===== config.mk =====
export PLATFORM = sky130hd
export DESIGN_NAME = alu_multicycle
export DESIGN_NICKNAME = d
export VERILOG_FILES = /design/src/rtl/alu_pkg.sv /design/src/rtl/alu_iter_muldiv.sv /design/src/rtl/alu_multicycle.sv
export SDC_FILE = /design/constraint.sdc
export NUM_CORES = 1
export LEC_CHECK = 0
export CAP_MARGIN = 10
export CORE_MARGIN = 2
export CORE_UTILIZATION = 60
export CTS_CLUSTER_DIAMETER = 50
export CTS_CLUSTER_SIZE = 20
export DETAILED_ROUTE_END_ITERATION = 10
export DONT_BUFFER_PORTS = 1
export GPL_ROUTABILITY_DRIVEN = 1
export PLACE_DENSITY = 0.77
export SYNTH_ARGS = -nofsm -noshare
export SYNTH_HDL_FRONTEND = slang
export SYNTH_SLANG_ARGS = --single-unit

===== constraint.sdc =====
create_clock -name clk -period 4.8 [get_ports clk]
set_clock_uncertainty 0.05 [all_clocks]
set_input_delay 1.44 -clock clk [delete_from_list [all_inputs] [get_ports clk]]
set_output_delay 1.44 -clock clk [all_outputs]
set_load 0.03 [all_outputs]

===== src/rtl/alu_pkg.sv =====
// Shared definitions for the multicycle ALU: datapath width, opcodes,
// FSM state encoding and flag bit positions.
package alu_pkg;

   localparam int ALU_WIDTH = 16;

   localparam logic [3:0] OP_ADD  = 4'd0;
   localparam logic [3:0] OP_SUB  = 4'd1;
   localparam logic [3:0] OP_AND  = 4'd2;
   localparam logic [3:0] OP_OR   = 4'd3;
   localparam logic [3:0] OP_XOR  = 4'd4;
   localparam logic [3:0] OP_NOT  = 4'd5;
   localparam logic [3:0] OP_SHL  = 4'd6;
   localparam logic [3:0] OP_SHR  = 4'd7;
   localparam logic [3:0] OP_MUL  = 4'd8;
   localparam logic [3:0] OP_DIV  = 4'd9;
   localparam logic [3:0] OP_PASS = 4'd10;

   typedef enum logic {
      ST_IDLE = 1'b0,
      ST_ITER = 1'b1
   } state_t;

   localparam int FLAG_V = 0;
   localparam int FLAG_C = 1;
   localparam int FLAG_N = 2;
   localparam int FLAG_Z = 3;

endpackage


===== src/rtl/alu_iter_muldiv.sv =====
// Iterative unsigned MUL (right-shifting shift-add) and DIV (restoring) datapath.
// lo/hi present the partial state as it will be after the step now in progress.
module alu_iter_muldiv
   import alu_pkg::*;
#(
   parameter int WIDTH = ALU_WIDTH
) (
   input  logic             clk,
   input  logic             reset,
   input  logic             load,
   input  logic             step,
   input  logic             is_div,
   input  logic [WIDTH-1:0] a,
   input  logic [WIDTH-1:0] b,
   output logic [WIDTH-1:0] lo,
   output logic [WIDTH-1:0] hi
);

   logic [WIDTH-1:0] hi_r;
   logic [WIDTH-1:0] lo_r;
   logic [WIDTH-1:0] opd_r;
   logic [WIDTH:0]   mul_sum_s;
   logic [WIDTH:0]   div_sh_s;
   logic [WIDTH:0]   div_diff_s;

   // Next partial product / remainder:quotient for one iteration
   always_comb begin
      mul_sum_s  = {1'b0, hi_r} + (lo_r[0] ? {1'b0, opd_r} : {(WIDTH+1){1'b0}});
      div_sh_s   = {hi_r, lo_r[WIDTH-1]};
      div_diff_s = div_sh_s - {1'b0, opd_r};
      if (is_div) begin
         // A set top bit means the trial subtraction went negative: restore
         if (!div_diff_s[WIDTH]) begin
            hi = div_diff_s[WIDTH-1:0];
            lo = {lo_r[WIDTH-2:0], 1'b1};
         end else begin
            hi = div_sh_s[WIDTH-1:0];
            lo = {lo_r[WIDTH-2:0], 1'b0};
         end
      end else begin
         hi = mul_sum_s[WIDTH:1];
         lo = {mul_sum_s[0], lo_r[WIDTH-1:1]};
      end
   end

   // Operand capture and per-edge iteration state
   always_ff @(posedge clk or posedge reset) begin
      if (reset) begin
         hi_r  <= {WIDTH{1'b0}};
         lo_r  <= {WIDTH{1'b0}};
         opd_r <= {WIDTH{1'b0}};
      end else if (load) begin
         hi_r  <= {WIDTH{1'b0}};
         lo_r  <= a;
         opd_r <= b;
      end else if (step) begin
         hi_r  <= hi;
         lo_r  <= lo;
      end
   end

endmodule


===== src/rtl/alu_multicycle.sv =====
// Sequential ALU feeding the accumulator: single-cycle ops complete on the start
// edge, MUL/DIV iterate WIDTH edges behind a busy/done handshake.
module alu_multicycle
   import alu_pkg::*;
#(
   parameter int WIDTH = ALU_WIDTH
) (
   input  logic             clk,
   input  logic             reset,
   input  logic             start,
   input  logic [3:0]       op,
   input  logic [WIDTH-1:0] a,
   input  logic [WIDTH-1:0] b,
   output logic [WIDTH-1:0] result,
   output logic [WIDTH-1:0] hi,
   output logic [3:0]       flags,
   output logic             busy,
   output logic             done,
   output logic             acc_we
);

   localparam int CW = $clog2(WIDTH);
   localparam logic [CW-1:0] CNT_LAST = CW'(WIDTH - 1);

   state_t           state_r;
   logic [CW-1:0]    cnt_r;
   logic             div_r;
   logic             load_s;
   logic             step_s;
   logic [WIDTH-1:0] iter_lo_s;
   logic [WIDTH-1:0] iter_hi_s;
   logic [WIDTH:0]   sum_s;
   logic [WIDTH:0]   shl_s;
   logic [WIDTH:0]   shr_s;
   logic [WIDTH-1:0] alu_res_s;
   logic             alu_c_s;
   logic             alu_v_s;

   function automatic logic [3:0] pack_flags(input logic [WIDTH-1:0] r,
                                             input logic c, input logic v);
      logic [3:0] f;
      f         = 4'b0000;
      f[FLAG_Z] = (r == {WIDTH{1'b0}});
      f[FLAG_N] = r[WIDTH-1];
      f[FLAG_C] = c;
      f[FLAG_V] = v;
      return f;
   endfunction

   alu_iter_muldiv #(.WIDTH(WIDTH)) u_iter (
      .clk    (clk),
      .reset  (reset),
      .load   (load_s),
      .step   (step_s),
      .is_div (div_r),
      .a      (a),
      .b      (b),
      .lo     (iter_lo_s),
      .hi     (iter_hi_s)
   );

   // Iteration datapath control
   always_comb begin
      if (state_r == ST_IDLE) begin
         load_s = start && ((op == OP_MUL) || ((op == OP_DIV) && (b != {WIDTH{1'b0}})));
         step_s = 1'b0;
      end else begin
         load_s = 1'b0;
         step_s = 1'b1;
      end
   end

   // Single-cycle result and carry/overflow
   always_comb begin
      sum_s     = {(WIDTH+1){1'b0}};
      shl_s     = {1'b0, a} << b[3:0];
      shr_s     = {a, 1'b0} >> b[3:0];
      alu_res_s = {WIDTH{1'b0}};
      alu_c_s   = 1'b0;
      alu_v_s   = 1'b0;
      case (op)
         OP_ADD: begin
            sum_s     = {1'b0, a} + {1'b0, b};
            alu_res_s = sum_s[WIDTH-1:0];
            alu_c_s   = sum_s[WIDTH];
            alu_v_s   = (a[WIDTH-1] == b[WIDTH-1]) && (sum_s[WIDTH-1] != a[WIDTH-1]);
         end
         OP_SUB: begin
            sum_s     = {1'b0, a} - {1'b0, b};
            alu_res_s = sum_s[WIDTH-1:0];
            alu_c_s   = sum_s[WIDTH];
            alu_v_s   = (a[WIDTH-1] != b[WIDTH-1]) && (sum_s[WIDTH-1] != a[WIDTH-1]);
         end
         OP_AND:  alu_res_s = a & b;
         OP_OR:   alu_res_s = a | b;
         OP_XOR:  alu_res_s = a ^ b;
         OP_NOT:  alu_res_s = ~a;
         // Extra guard bit catches the last bit shifted out (zero for amount 0)
         OP_SHL: begin
            alu_res_s = shl_s[WIDTH-1:0];
            alu_c_s   = shl_s[WIDTH];
         end
         OP_SHR: begin
            alu_res_s = shr_s[WIDTH:1];
            alu_c_s   = shr_s[0];
         end
         OP_PASS: alu_res_s = b;
         default: alu_res_s = {WIDTH{1'b0}};
      endcase
   end

   // Control FSM with registered result, flags and handshake
   always_ff @(posedge clk or posedge reset) begin
      if (reset) begin
         state_r <= ST_IDLE;
         cnt_r   <= {CW{1'b0}};
         div_r   <= 1'b0;
         result  <= {WIDTH{1'b0}};
         hi      <= {WIDTH{1'b0}};
         flags   <= 4'b0000;
         busy    <= 1'b0;
         done    <= 1'b0;
         acc_we  <= 1'b0;
      end else begin
         done   <= 1'b0;
         acc_we <= 1'b0;
         case (state_r)
            ST_IDLE: begin
               if (start) begin
                  if (load_s) begin
                     state_r <= ST_ITER;
                     cnt_r   <= {CW{1'b0}};
                     div_r   <= (op == OP_DIV);
                     busy    <= 1'b1;
                  end else if (op == OP_DIV) begin
                     result <= {WIDTH{1'b1}};
                     hi     <= a;
                     flags  <= pack_flags({WIDTH{1'b1}}, 1'b0, 1'b1);
                     done   <= 1'b1;
                     acc_we <= 1'b1;
                  end else if (op > OP_PASS) begin
                     done   <= 1'b1;
                  end else begin
                     result <= alu_res_s;
                     hi     <= {WIDTH{1'b0}};
                     flags  <= pack_flags(alu_res_s, alu_c_s, alu_v_s);
                     done   <= 1'b1;
                     acc_we <= 1'b1;
                  end
               end
            end
            ST_ITER: begin
               cnt_r <= cnt_r + CW'(1);
               if (cnt_r == CNT_LAST) begin
                  state_r <= ST_IDLE;
                  busy    <= 1'b0;
                  done    <= 1'b1;
                  acc_we  <= 1'b1;
                  result  <= iter_lo_s;
                  hi      <= iter_hi_s;
                  if (div_r) begin
                     flags <= pack_flags(iter_lo_s, 1'b0, 1'b0);
                  end else begin
                     flags <= pack_flags(iter_lo_s, iter_hi_s != {WIDTH{1'b0}},
                                         iter_hi_s != {WIDTH{1'b0}});
                  end
               end
            end
            default: begin
               state_r <= ST_IDLE;
               busy    <= 1'b0;
            end
         endcase
      end
   end

endmodule

==> flow_metrics.py <==
metrics = {
    "clocking": {
        "post_cts_buffers": 0,
        "ctsResizeCount": 0,
        "cts-root-buf": "clkbuf_16",
        "clock_path_buffers": 2,
        "cts.sinks": 92,
        "ctsHtreeMaxLevel": 3,
        "cts_made_buffers": 9,
        "clk_pin_slew_ns": 0.08,
        "cts_hold_buf": 0,
        "cts_tree": "built",
        "worstSkewPairLatency_ns": 0.37,
    },
    "layout": {
        "syn_to_final_growth_pct": 4.13,
        "finalCoreUtilization_pct": 63.9,
        "drive_above_1_share_pct": 8.48,
        "nFillCells": 1517,
        "nets": 1405,
    },
    "sta": {
        "period_needed_ns": 4.25,
        "rsz0062_at_grt": "no",
        "timing_hold_violations_final": 0,
        "period_share_pct": 88.5,
        "finalWorstSetupSlack_ns": 0.554,
        "setup_viol": 0,
        "max_freq_mhz": 236,
        "worst_pin_slew_ns": 1.06,
        "drv_slew": 0,
        "relSlewSlack_pct": 27.5,
        "whs_ns": 0.477,
        "fin_setup_tns_ns": 0,
    },
    "worst_setup_path": {
        "cp.required_ns": 4.99,
        "startpoint_type": "register",
        "worstSetupStartpoint": "u_iter.lo_r[15]$_DFFE_PP0P_",
        "reg2reg_slack_ns": 0.55,
        "crit_end": "flags[1]$_DFFE_PP0P_",
        "reg2reg_from": "u_iter.lo_r[15]$_DFFE_PP0P_",
        "crit_arrival_ns": 4.44,
        "r2r_end": "flags[1]$_DFFE_PP0P_",
        "end_kind": "register",
        "crit_type": "register to register",
        "r2r_cells": 13,
        "critPathMaxFanout": 13,
    },
    "die": {
        "initial_core_util_pct": 61.4,
        "fp-row-count": 48,
        "die_h_um": 137,
        "die_w_um": 137,
        "die_area_um2": 18800,
        "ios": 78,
        "core-area_um2": 17300,
    },
    "route": {
        "dr_total_vias": 11200,
        "first_iter_violations": 1331,
        "postRouteAntennaNets": 0,
        "routed_wl_um": 42100,
        "vias_per_cell": 7.40,
        "post-route-drc-count": 0,
        "wl_per_cell_um": 27.8,
        "firstDrtPassIters": 5,
    },
    "placement": {
        "pre_cts_ws_ns": 0.342,
        "hpwl_um": 31300,
        "io_buffers": 0,
        "gp_congestion": 1.07,
    },
    "power_and_ir_drop": {
        "peakVddDrop_uv": 542,
        "p_leak_nw": 4.79,
        "power_per_cell_area_nw_per_um2": 713,
    },
    "yosys": {
        "ys_seq_area_share_pct": 21.7,
        "yosys.area.top_type": "dfrtp_1",
        "synth-seq-cells": 92,
        "synth-edff-count": 0,
        "syn_area_um2": 10600,
        "async_flop_share_pct": 100,
        "synthFlopType": "dfrtp_1",
        "yosys_warnings": 0,
        "syn_avg_cell_area_um2": 7.93,
        "ys_top_cells_by_area": "dfrtp_1 (22%), ha_1 (9.7%), o21ai_0 (5.5%), a21oi_1 (4.8%), mux4_2 (4.2%)",
        "synth.net_count": 1463,
        "synth.distinct_cells": 95,
        "synth_top_area_share_pct": 21.7,
        "synthCells": 1338,
    },
    "flow_run": {
        "maxCapViolCount": 0,
    },
    "global_route": {
        "grt.overflow.total": 0,
        "grt_usage_pct": 45.3,
        "grt_pass1_vias": 10500,
        "grt_pass1_wl_um": 62800,
        "grt_max_degree": 69,
        "antenna_found_initial": 2,
    },
    "hold_path": {
        "min_path_type": "register to register",
    },
    "outcome": {
        "status": "finished, final reports clean",
    },
}
[report_power, final]
part	switching, mW	internal [mW]
clock	0.367	0.412
sequential	0.705	1.15
combinational	3.21	2.02
total	4.29	3.59
[flip-flops by register name, indices dropped and copies added, names as in the netlist]
name	count
cnt_r	4
flags	4
u_iter.hi_r	16
u_iter.lo_r	16
u_iter.opd_r	16
div_r	1
result	15
done	1
hi	16
acc_we	1
busy	1
state_r	1
[cell usage after synthesis, drive strengths merged, types with 22 or more instances]
cell    instances
a211oi         45
a21oi         102
inv            83
and2           25
ha             82
mux2i          34
buf            22
nor3           32
nand2         118
o21ai         121
dfrtp          92
nor2           97
clkbuf         73
a21o           34
[kinds of logic (layout without fill, tap and decap cells)]
group                    after synthesis  in the layout  share of synthesized area, %
XOR/XNOR                              20             20                          1.65
multiplexers                          67             67                          8.83
adder cells (fa/ha/maj)               86             86                          10.4
flip-flops                            92             92                          21.7
AND/OR/NAND/NOR                      382            382                          17.5
AO/OA/AOI/OAI                        513            513                          33.3
buffers and inverters                178            125                          6.58
other                                  0              1                             0
[metal layers]
layer | wire length [um] | global-route usage (%)
met5 | 0 | 0
met4 | 3620 | 32.4
met3 | 4980 | 13.4
met2 | 18400 | 68.4
met1 | 15100 | 54.8
[final cells by class]
class / instances / area (um2) / area share [%]
Timing Repair Buffer: 26 / 195 / 1.77
Tap cell: 225 / 282 / 2.55
Antenna cell: 1 / 2.50 / 0.0226
Clock buffer: 9 / 225 / 2.04
Sequential cell: 92 / 2300 / 20.8
Clock inverter: 7 / 83.8 / 0.759
Inverter: 83 / 314 / 2.84
Multi-Input combinational cell: 1068 / 7650 / 69.2
[worst min-delay path by stage]
stage | to | startpoint | slack (ns) | cells after the start
final | cnt_r[3]$_DFFE_PP0P_ | cnt_r[3]$_DFFE_PP0P_ | 0.48 | 1
after global routing | cnt_r[3]$_DFFE_PP0P_ | cnt_r[3]$_DFFE_PP0P_ | 0.53 | 1
after CTS | cnt_r[3]$_DFFE_PP0P_ | cnt_r[3]$_DFFE_PP0P_ | 0.49 | 1
after detailed placement | cnt_r[3]$_DFFE_PP0P_ | cnt_r[3]$_DFFE_PP0P_ | 0.47 | 1
after global placement | cnt_r[3]$_DFFE_PP0P_ | cnt_r[3]$_DFFE_PP0P_ | 0.46 | 1
after floorplan | cnt_r[3]$_DFFE_PP0P_ | cnt_r[3]$_DFFE_PP0P_ | 0.41 | 1
[cells in the final DEF, fill, tap and decap left out, types with 13 or more instances in the layout]
cell / netlist / routed
buf_4: 1 / 26
inv_1: 82 / 81
dfrtp_1: 92 / 92
a21oi_1: 101 / 101
nand2b_1: 17 / 17
a21o_1: 32 / 32
nand3_1: 14 / 14
nor2b_1: 13 / 13
o21ai_0: 117 / 117
mux2_2: 13 / 13
nand2_1: 117 / 117
and2_1: 24 / 24
a211oi_1: 43 / 43
a22oi_1: 15 / 15
ha_1: 82 / 82
a22o_1: 15 / 15
mux4_2: 20 / 20
o21a_1: 13 / 13
nor2_1: 97 / 96
mux2i_1: 34 / 34
nor3_1: 31 / 31
[critical path: stages, from the launching register on]
cell,delay [ns]
dfrtp_1,0.42
inv_1,0.15
ha_1,0.21
inv_1,0.06
fa_1,0.43
a211oi_2,0.29
o211ai_2,0.19
a211o_1,0.34
a211oi_4,0.65
o311ai_0,0.33
nor4_1,0.32
nand4b_1,0.16
nor4_2,0.39
o22ai_1,0.14
[metrics by stage]
step / power [mW] / cells / instance area (um2)
2_1_floorplan: 5.49 / 1338 / 10600
3_3_place_gp: 6.79 / 1494 / 10700
3_5_place_dp: 6.87 / 1494 / 10700
4_1_cts: 7.66 / 1510 / 11000
5_1_grt: 8.35 / 1511 / 11100
6_report: 7.88 / 1511 / 11100
(Power assumes the default switching activity.)
